$ cat src/rtl/lc2k_control.sv
// LC2K multicycle control FSM: fetch/decode/execute/memory/writeback sequencing.
// Outputs are decoded from the state register and instr with zero added latency.
// FETCH, MEM_RD and MEM_WR hold until mem_ready; an access aborted by reset idles one cycle.
module lc2k_control #(
   parameter int CNT_W = 32
) (
   input  logic             clk,
   input  logic             reset,
   input  logic [31:0]      instr,
   input  logic             mem_ready,
   input  logic             alu_beq,
   output logic             mem_req,
   output logic             mem_we,
   output logic             mem_addr_sel,
   output logic             ir_load,
   output logic             pc_write,
   output logic [1:0]       pc_src,
   output logic [1:0]       alu_op,
   output logic             alu_src_a,
   output logic [1:0]       alu_src_b,
   output logic             rf_we,
   output logic [2:0]       rf_waddr,
   output logic [1:0]       rf_wsel,
   output logic             halted,
   output logic [CNT_W-1:0] instr_count
);

   typedef enum logic [3:0] {
      S_FETCH, S_DECODE, S_EXEC_R, S_WB_R, S_ADDR, S_MEM_RD,
      S_WB_LW, S_MEM_WR, S_BRANCH, S_JALR, S_HALT
   } state_t;

   state_t           state_q, state_d;
   logic [CNT_W-1:0] count_q, count_d;
   logic             abort_q, abort_d;
   logic             rst_q, rst_d;

   logic [2:0] opcode;
   logic [2:0] reg_b;
   logic [2:0] dest_reg;
   logic       unused_instr_bits;

   assign opcode            = instr[24:22];
   assign reg_b             = instr[18:16];
   assign dest_reg          = instr[2:0];
   assign unused_instr_bits = ^{instr[31:25], instr[21:19], instr[15:3]};

   // Abort bookkeeping: the first reset cycle that lands on a live memory
   // request schedules one idle cycle after reset, so the access is dropped
   // before FETCH raises a fresh request.
   always_comb begin
      rst_d   = reset;
      abort_d = reset & ~rst_q &
                ((state_q == S_FETCH) | (state_q == S_MEM_RD) | (state_q == S_MEM_WR));
      count_d = (state_q == S_DECODE) ? count_q + CNT_W'(1) : count_q;
   end

   // State, counter and abort flags; reset wins over mem_ready
   always_ff @(posedge clk) begin
      rst_q   <= rst_d;
      abort_q <= abort_d;
      if (reset) begin
         state_q <= S_FETCH;
         count_q <= '0;
      end else begin
         state_q <= state_d;
         count_q <= count_d;
      end
   end

   // Next-state: sequence by state and opcode, holding on memory waits
   always_comb begin
      state_d = state_q;
      if (!abort_q) begin
         case (state_q)
            S_FETCH:  if (mem_ready) state_d = S_DECODE;
            S_DECODE: begin
               case (opcode)
                  3'b000, 3'b001: state_d = S_EXEC_R;
                  3'b010, 3'b011: state_d = S_ADDR;
                  3'b100:         state_d = S_BRANCH;
                  3'b101:         state_d = S_JALR;
                  3'b110:         state_d = S_HALT;
                  default:        state_d = S_FETCH;
               endcase
            end
            S_EXEC_R: state_d = S_WB_R;
            S_WB_R:   state_d = S_FETCH;
            S_ADDR:   state_d = opcode[0] ? S_MEM_WR : S_MEM_RD;
            S_MEM_RD: if (mem_ready) state_d = S_WB_LW;
            S_WB_LW:  state_d = S_FETCH;
            S_MEM_WR: if (mem_ready) state_d = S_FETCH;
            S_BRANCH: state_d = S_FETCH;
            S_JALR:   state_d = S_FETCH;
            S_HALT:   state_d = S_HALT;
            default:  state_d = S_FETCH;
         endcase
      end
   end

   // Output decode: everything defaults to 0, the idle abort cycle drives nothing
   always_comb begin
      mem_req      = 1'b0;
      mem_we       = 1'b0;
      mem_addr_sel = 1'b0;
      ir_load      = 1'b0;
      pc_write     = 1'b0;
      pc_src       = 2'd0;
      alu_op       = 2'b00;
      alu_src_a    = 1'b0;
      alu_src_b    = 2'd0;
      rf_we        = 1'b0;
      rf_waddr     = 3'd0;
      rf_wsel      = 2'd0;
      halted       = (state_q == S_HALT);
      if (!abort_q) begin
         case (state_q)
            S_FETCH: begin
               mem_req   = 1'b1;
               alu_src_b = 2'd2;
               ir_load   = mem_ready;
               pc_write  = mem_ready;
            end
            S_DECODE: alu_src_b = 2'd1;
            S_EXEC_R: begin
               alu_src_a = 1'b1;
               alu_op    = {1'b0, opcode[0]};
            end
            S_WB_R: begin
               rf_we    = 1'b1;
               rf_waddr = dest_reg;
            end
            S_ADDR: begin
               alu_src_a = 1'b1;
               alu_src_b = 2'd1;
            end
            S_MEM_RD: begin
               mem_req      = 1'b1;
               mem_addr_sel = 1'b1;
            end
            S_WB_LW: begin
               rf_we    = 1'b1;
               rf_waddr = reg_b;
               rf_wsel  = 2'd1;
            end
            S_MEM_WR: begin
               mem_req      = 1'b1;
               mem_we       = 1'b1;
               mem_addr_sel = 1'b1;
            end
            S_BRANCH: begin
               alu_src_a = 1'b1;
               alu_op    = 2'b10;
               pc_write  = alu_beq;
               pc_src    = alu_beq ? 2'd1 : 2'd0;
            end
            S_JALR: begin
               rf_we    = 1'b1;
               rf_waddr = reg_b;
               rf_wsel  = 2'd2;
               pc_write = 1'b1;
               pc_src   = 2'd2;
            end
            default: ;
         endcase
      end
   end

   assign instr_count = count_q;

endmodule

$ cat config.mk
export PLATFORM = sky130hd
export DESIGN_NAME = lc2k_control
export DESIGN_NICKNAME = d
export VERILOG_FILES = /design/src/rtl/lc2k_control.sv
export SDC_FILE = /design/constraint.sdc
export NUM_CORES = 1
export LEC_CHECK = 0
export CAP_MARGIN = 0
export CORE_MARGIN = 2
export CORE_UTILIZATION = 43
export DETAILED_ROUTE_END_ITERATION = 8
export PLACE_DENSITY = 0.8
export SLEW_MARGIN = 20
export SYNTH_ARGS = -nofsm -noshare
export SYNTH_HDL_FRONTEND = slang
export SYNTH_SLANG_ARGS = --single-unit
$ cat constraint.sdc
create_clock -name clk -period 2.51 [get_ports clk]
set_clock_uncertainty 0.1 [all_clocks]
set_input_delay 0.3765 -clock clk [delete_from_list [all_inputs] [get_ports clk]]
set_output_delay 0.3765 -clock clk [all_outputs]
set_load 0.02 [all_outputs]
==> results of run 1 <==
cell type report:
class / count / area, µm² / share of cell area, %
well taps: 67 / 83.8 / 2.79
multi-input cells: 205 / 1310 / 43.7
flip-flops and latches: 38 / 764 / 25.4
repair buffers: 72 / 703 / 23.4
clock buffers: 6 / 82.6 / 2.75
clock inverters: 1 / 30.0 / 1.00
inverters: 7 / 26.3 / 0.875
layer usage:
metal | global-route usage [%] | vias to the layer above | share of wire, %
li1 | - | 1121 | -
met1 | 25.3 | 1060 | 45
met2 | 35.5 | 71 | 48
met3 | 4.74 | 4 | 6.1
met4 | 5.95 | 0 | 0.64
met5 | 0 | - | 0
how the worst min path moves through the flow:
| stage | endpoint | slack, ps | cells after the start | startpoint |
|---|---|---|---|---|
| finish | abort_q | 290 | 1 | rst_q |
| global route | abort_q | 310 | 1 | rst_q |
| CTS | abort_q | 290 | 1 | rst_q |
| detailed placement | abort_q | 280 | 1 | rst_q |
| global placement | abort_q | 270 | 1 | rst_q |
| floorplan | abort_q | 270 | 1 | rst_q |
state kept, by name, summed over array words and instances (netlist names):
signal and flops:
instr_count 32, rst_q 1, abort_q 1, state_q 4
power by group:
group / switching (mW) / internal [mW] / total (mW)
Sequential: 0.0343 / 0.620 / 0.655
Combinational: 0.176 / 0.162 / 0.338
Clock: 0.209 / 0.318 / 0.527
Total: 0.419 / 1.10 / 1.52
Yosys cell counts, types with 4 or more instances:
library cell,count,area share [%]
a21oi_1,25,5.9
and2_1,7,2.1
and3_1,5,1.5
and4_1,6,2.5
clkbuf_1,15,2.7
dfxtp_1,38,36
inv_1,7,1.2
nand2_1,18,3.2
nand3_1,12,2.8
nand4_1,10,2.9
nor2_1,24,4.2
nor2b_1,4,1.2
nor3_1,5,1.2
o21ai_0,12,2.8
o31ai_1,11,3.9
or3_1,9,2.7
or4_1,11,3.9
xor2_1,6,2.5
worst max-delay path: stages (launching register included):
cell             delay [ps]
dfxtp_2                 410
nand2b_1                260
a21o_1                  210
a21oi_1                 150
clkdlybuf4s50_1         620
cell families (layout without fill, tap and decap cells):
family          Yosys count  in the layout  share of synthesized area [%]
fa+ha+maj                 1              1                          0.589
xor+xnor                  9              9                           3.71
mux                       5              5                           2.59
buf+inv                  24             86                           4.36
flops                    38             38                           35.8
simple gates            124            124                           33.3
compound gates           66             66                           19.6
what timing repair did:
item / CTS / global route
setup endpoints to repair: 8 / 5
pin swaps: 0 / 0
gates resized for setup: 8 / 8
==> results.toml, run 1 <==
[outcome]
status = "finished, final reports clean"

[clocking]
cts_buffers = 5
clock_sinks = 38
clk_latency_ps = 280
clk_path_buf_depth = 2
cts_tree = "built"
root_buffer = "clkbuf_8"
clk_pin_slew_ps = 70
cts-htree-levels = 2
cts_setup_buffers = 0
cts_hold_buf = 0

[worst_setup_path]
critPathCaptureType = "output port"
start_kind = "register"
rr_worst_depth = 4
startpoint = "state_q[0]"
arrival_ps = 1930
r2r-start = "state_q[0]"
r2r_slack_ps = 350
setup.worst_path.end = "rf_we"
r2r-end = "instr_count[31]"
cp_data_required_time_ps = 2030
crit_path_max_fanout = 13
worstSetupPathType = "register to output port"

[placed_design]
portBuffers = 63
hpwl_um = 3850
dp_cells = 389
routabilityCongestion = 0.737
preCtsSetupSlack_ps = 118
placed_area_um2 = 2840

[grt]
grt_pass1_vias = 2136
antenna_found_initial = 0
grtUsageTotal_pct = 20.4
grt_pass1_wl_um = 9060
grt_overflow_total = 0
grt_max_degree = 30

[power]
p_per_area_nw_per_um2 = 506
leakagePower_nw = 1.08
peakVddDrop_mv = 0.369
power_mw = 1.52

[synthesis]
yosysWarnings = 0
synth_ff_type = "dfxtp_1"
syn_nets = 304
synth-edff-count = 0
synthArstFlopShare_pct = 0
syn_inst = 267
ys_ff_latch = 38
ys_seq_area_share_pct = 35.8
syn_area_um2 = 2120
avgSynthCellArea_um2 = 7.95
synth.distinct_cells = 43

[finish]
antenna_cells = 0
layout_commonest_cell = "clkdlybuf4s50_1"
drive_gt1_share_pct = 9.42
finalNetCount = 366
fin_cells = 396
layout_common_cells = "58 x clkdlybuf4s50_1, 35 x dfxtp_1, 25 x a21oi_1, 23 x nor2_1, 18 x nand2_1"
area_delta_synth_final_pct = 41.5
fin_util_pct = 63.2
n_fill_cell = 444
fin_area_um2 = 3000

[floorplanning]
coreArea_um2 = 4750
fp-row-count = 25
initial_core_util_pct = 44.7
fp.dieH_um = 74.3
io_pins = 87
die_w_um = 74.3
dieArea_um2 = 5520

[routing]
drc = 0
vias = 2256
first_pass_iters = 4
via_per_inst = 5.70
ant_nets = 0
drt_iter0_drc = 124
wl_per_cell_um = 13.8
wl_um = 5480

[timing]
fmax_ghz = 0.416
holdWs_ps = 291
tightest_slew_ps = 440
layout_min_cycle_time_ps = 2400
slew_headroom_pct = 70.6
hold_viol_final = 0
finalSetupTns_ps = 0
final-max-slew-violation-count = 0
setup_violations = 0
fin_crit_sh_pct = 95.7
fin_ws_ps = 108

[min_path]
worstHoldPathType = "register to register"

[flow_run]
maxCapViolCount = 0
Power figures use the tool's default switching activity.
==> inputs of run 2 (changes only) <==
Settings changed: CORE_UTILIZATION 43 to 40, CTS_BUF_LIST set to sky130_fd_sc_hd__clkbuf_2, PLACE_DENSITY 0.8 to 0.78.
Clock period 2.51 ns to 1.94 ns, I/O delays scaled along.
==> results.toml, run 2 (synthesis gave the netlist of run 1 again) <==
[routing]
first_pass_iters = 4
vias = 2700
drc = 0
via_per_inst = 5.81
ant_nets = 0
wl_per_cell_um = 18.2
drt_iter0_drc = 187
wl_um = 8460

[timing]
slew_headroom_pct = 66.8
tightest_slew_ps = 495
fin_crit_sh_pct = 114
rsz0062_at_grt = "yes"
fin_ws_ps = -268
final-max-slew-violation-count = 0
hold_viol_final = 0
layout_min_cycle_time_ps = 2210
setup_violations = 37
fmax_ghz = 0.453

[worst_setup_path]
crit_path_max_fanout = 5
crit_family = "buffers and inverters"
arrival_ps = 2410
critPathBufInv = 4
crit_slowest_cell = "dfxtp_4"
worstSetupPathType = "register to register"
critPathCaptureType = "register"
cp_data_required_time_ps = 2140
slowest_delay_ps = 410
path_cells = "buf_6, buf_6, nor4b_4, buf_4, nand4_1, buf_4, o31ai_1, a21oi_1"
start_kind = "register"

[placed_design]
portBuffers = 63
routabilityCongestion = 0.842
placed_area_um2 = 3190
hpwl_um = 4670

[grt]
grt_use_met1_pct = 27.6
grtUsageMet3_pct = 5.53
met2_usage_pct = 39.7
antenna_found_initial = 0
grtUsageTotal_pct = 23.2
grt_pass1_vias = 2474
grt_overflow_total = 0
grt_pass1_wl_um = 11400
grt.busiest_layer = "met2"
grt_max_degree = 20

[floorplanning]
coreArea_um2 = 5110
fp-row-count = 26
dieArea_um2 = 5910
die_w_um = 76.9
initial_core_util_pct = 41.6
fp.dieH_um = 76.9
io_pins = 87

[finish]
n_fill_cell = 349
largest_reg_flops = 32
multi_input_area_um2 = 1640
seqCellArea_um2 = 785
finalNetCount = 431
antenna_cells = 0
fin_util_pct = 76.5
fin_area_um2 = 3910
drive_gt1_share_pct = 43.8
area_delta_synth_final_pct = 84.0
layout_commonest_cell = "buf_4"
layout_common_cells = "61 x buf_4, 32 x clkdlybuf4s50_1, 28 x buf_6, 25 x dfxtp_1, 19 x nor2_1"

[power]
p_switching_mw = 0.683
leakagePower_nw = 1.73
p_per_area_nw_per_um2 = 568
p_int_mw = 1.54
pwr-share-clk_pct = 29.2
p_seq_share_pct = 37.7
peakVddDrop_mv = 0.530
combPwrFrac_pct = 33.2
power_mw = 2.22
p_sw_share_pct = 30.8

[clocking]
clk_pin_slew_ps = 240
clk_latency_ps = 430
clk_path_buf_depth = 2
clock_sinks = 38
cts_hold_buf = 0
root_buffer = "clkbuf_2"
cts-htree-levels = 2
cts_tree = "built"
cts_buffers = 5

[min_path]
worstHoldPathType = "register to register"

[flow_run]
maxCapViolCount = 0

[outcome]
failed_checks = "negative setup slack"
status = "complete, but fails checks"
[run 2: changes by cell type in the layout (fill, tap and decap cells not counted), moves of 7 or more]
cell / change
buf_4: +52
dfxtp_2: +7
clkdlybuf4s50_1: -26
a21oi_1: -8
dfxtp_1: -10
dlymetal6s2s_1: +9
buf_6: +28
a21oi_2: +7
[run 2: final cells by class]
class	count	area share (%)
clock buffer	5	0.640
clock inverter	3	1.76
inverter	7	0.672
multi-input combinational	205	41.9
sequential	38	20.1
tap	70	2.24
timing repair buffer	137	32.7
[run 2: repair_timing]
| item | CTS | global route |
|---|---|---|
| gates cloned | 0 | 1 |
| endpoints found under the setup margin | 38 | 56 |
| setup buffers | 10 | 9 |
| gates resized for setup | 122 | 103 |
| pin swaps | 13 | 31 |
[run 2: worst paths after layout]
check             start  slack, ps         endpoint  cells past startpoint
max reg2reg  state_q[2]       -270  instr_count[19]                      8
max          state_q[2]       -270  instr_count[19]                      8
min               rst_q        320          abort_q                      1
min reg2reg       rst_q        320          abort_q                      1
[run 2: stage by stage]
step	hold WS, ps	TNS [ps]	instances	setup WS [ps]
floorplan	219	-48.3	267	-48.3
global placement	275	-1270	437	-172
detailed placement	280	-2040	437	-215
CTS	309	-1020	455	-113
global route	329	-7080	465	-337
finish	322	-4280	465	-268
[run 2: worst reg2reg max path: stages, from the launching register on]
cell and delay (ps):
dfxtp_4 410, buf_6 130, buf_6 120, nor4b_4 300, buf_4 200, nand4_1 220, buf_4 230, o31ai_1 280
a21oi_1 120
[run 2: layer usage]
metal  part of all wire, %  routed length (µm)
met1                    39                3270
met2                    52                4420
met3                   5.5                 468
met4                   3.5                 299
met5                     0                   0
[run 2: power by group through the flow]
stage	clock (mW)	sequential (mW)	combinational, mW
after floorplan	0	0.846	0.273
after global placement	0	0.840	0.544
after detailed placement	0	0.841	0.557
after CTS	0.651	0.829	0.584
after global routing	0.692	0.839	0.773
final	0.647	0.836	0.736
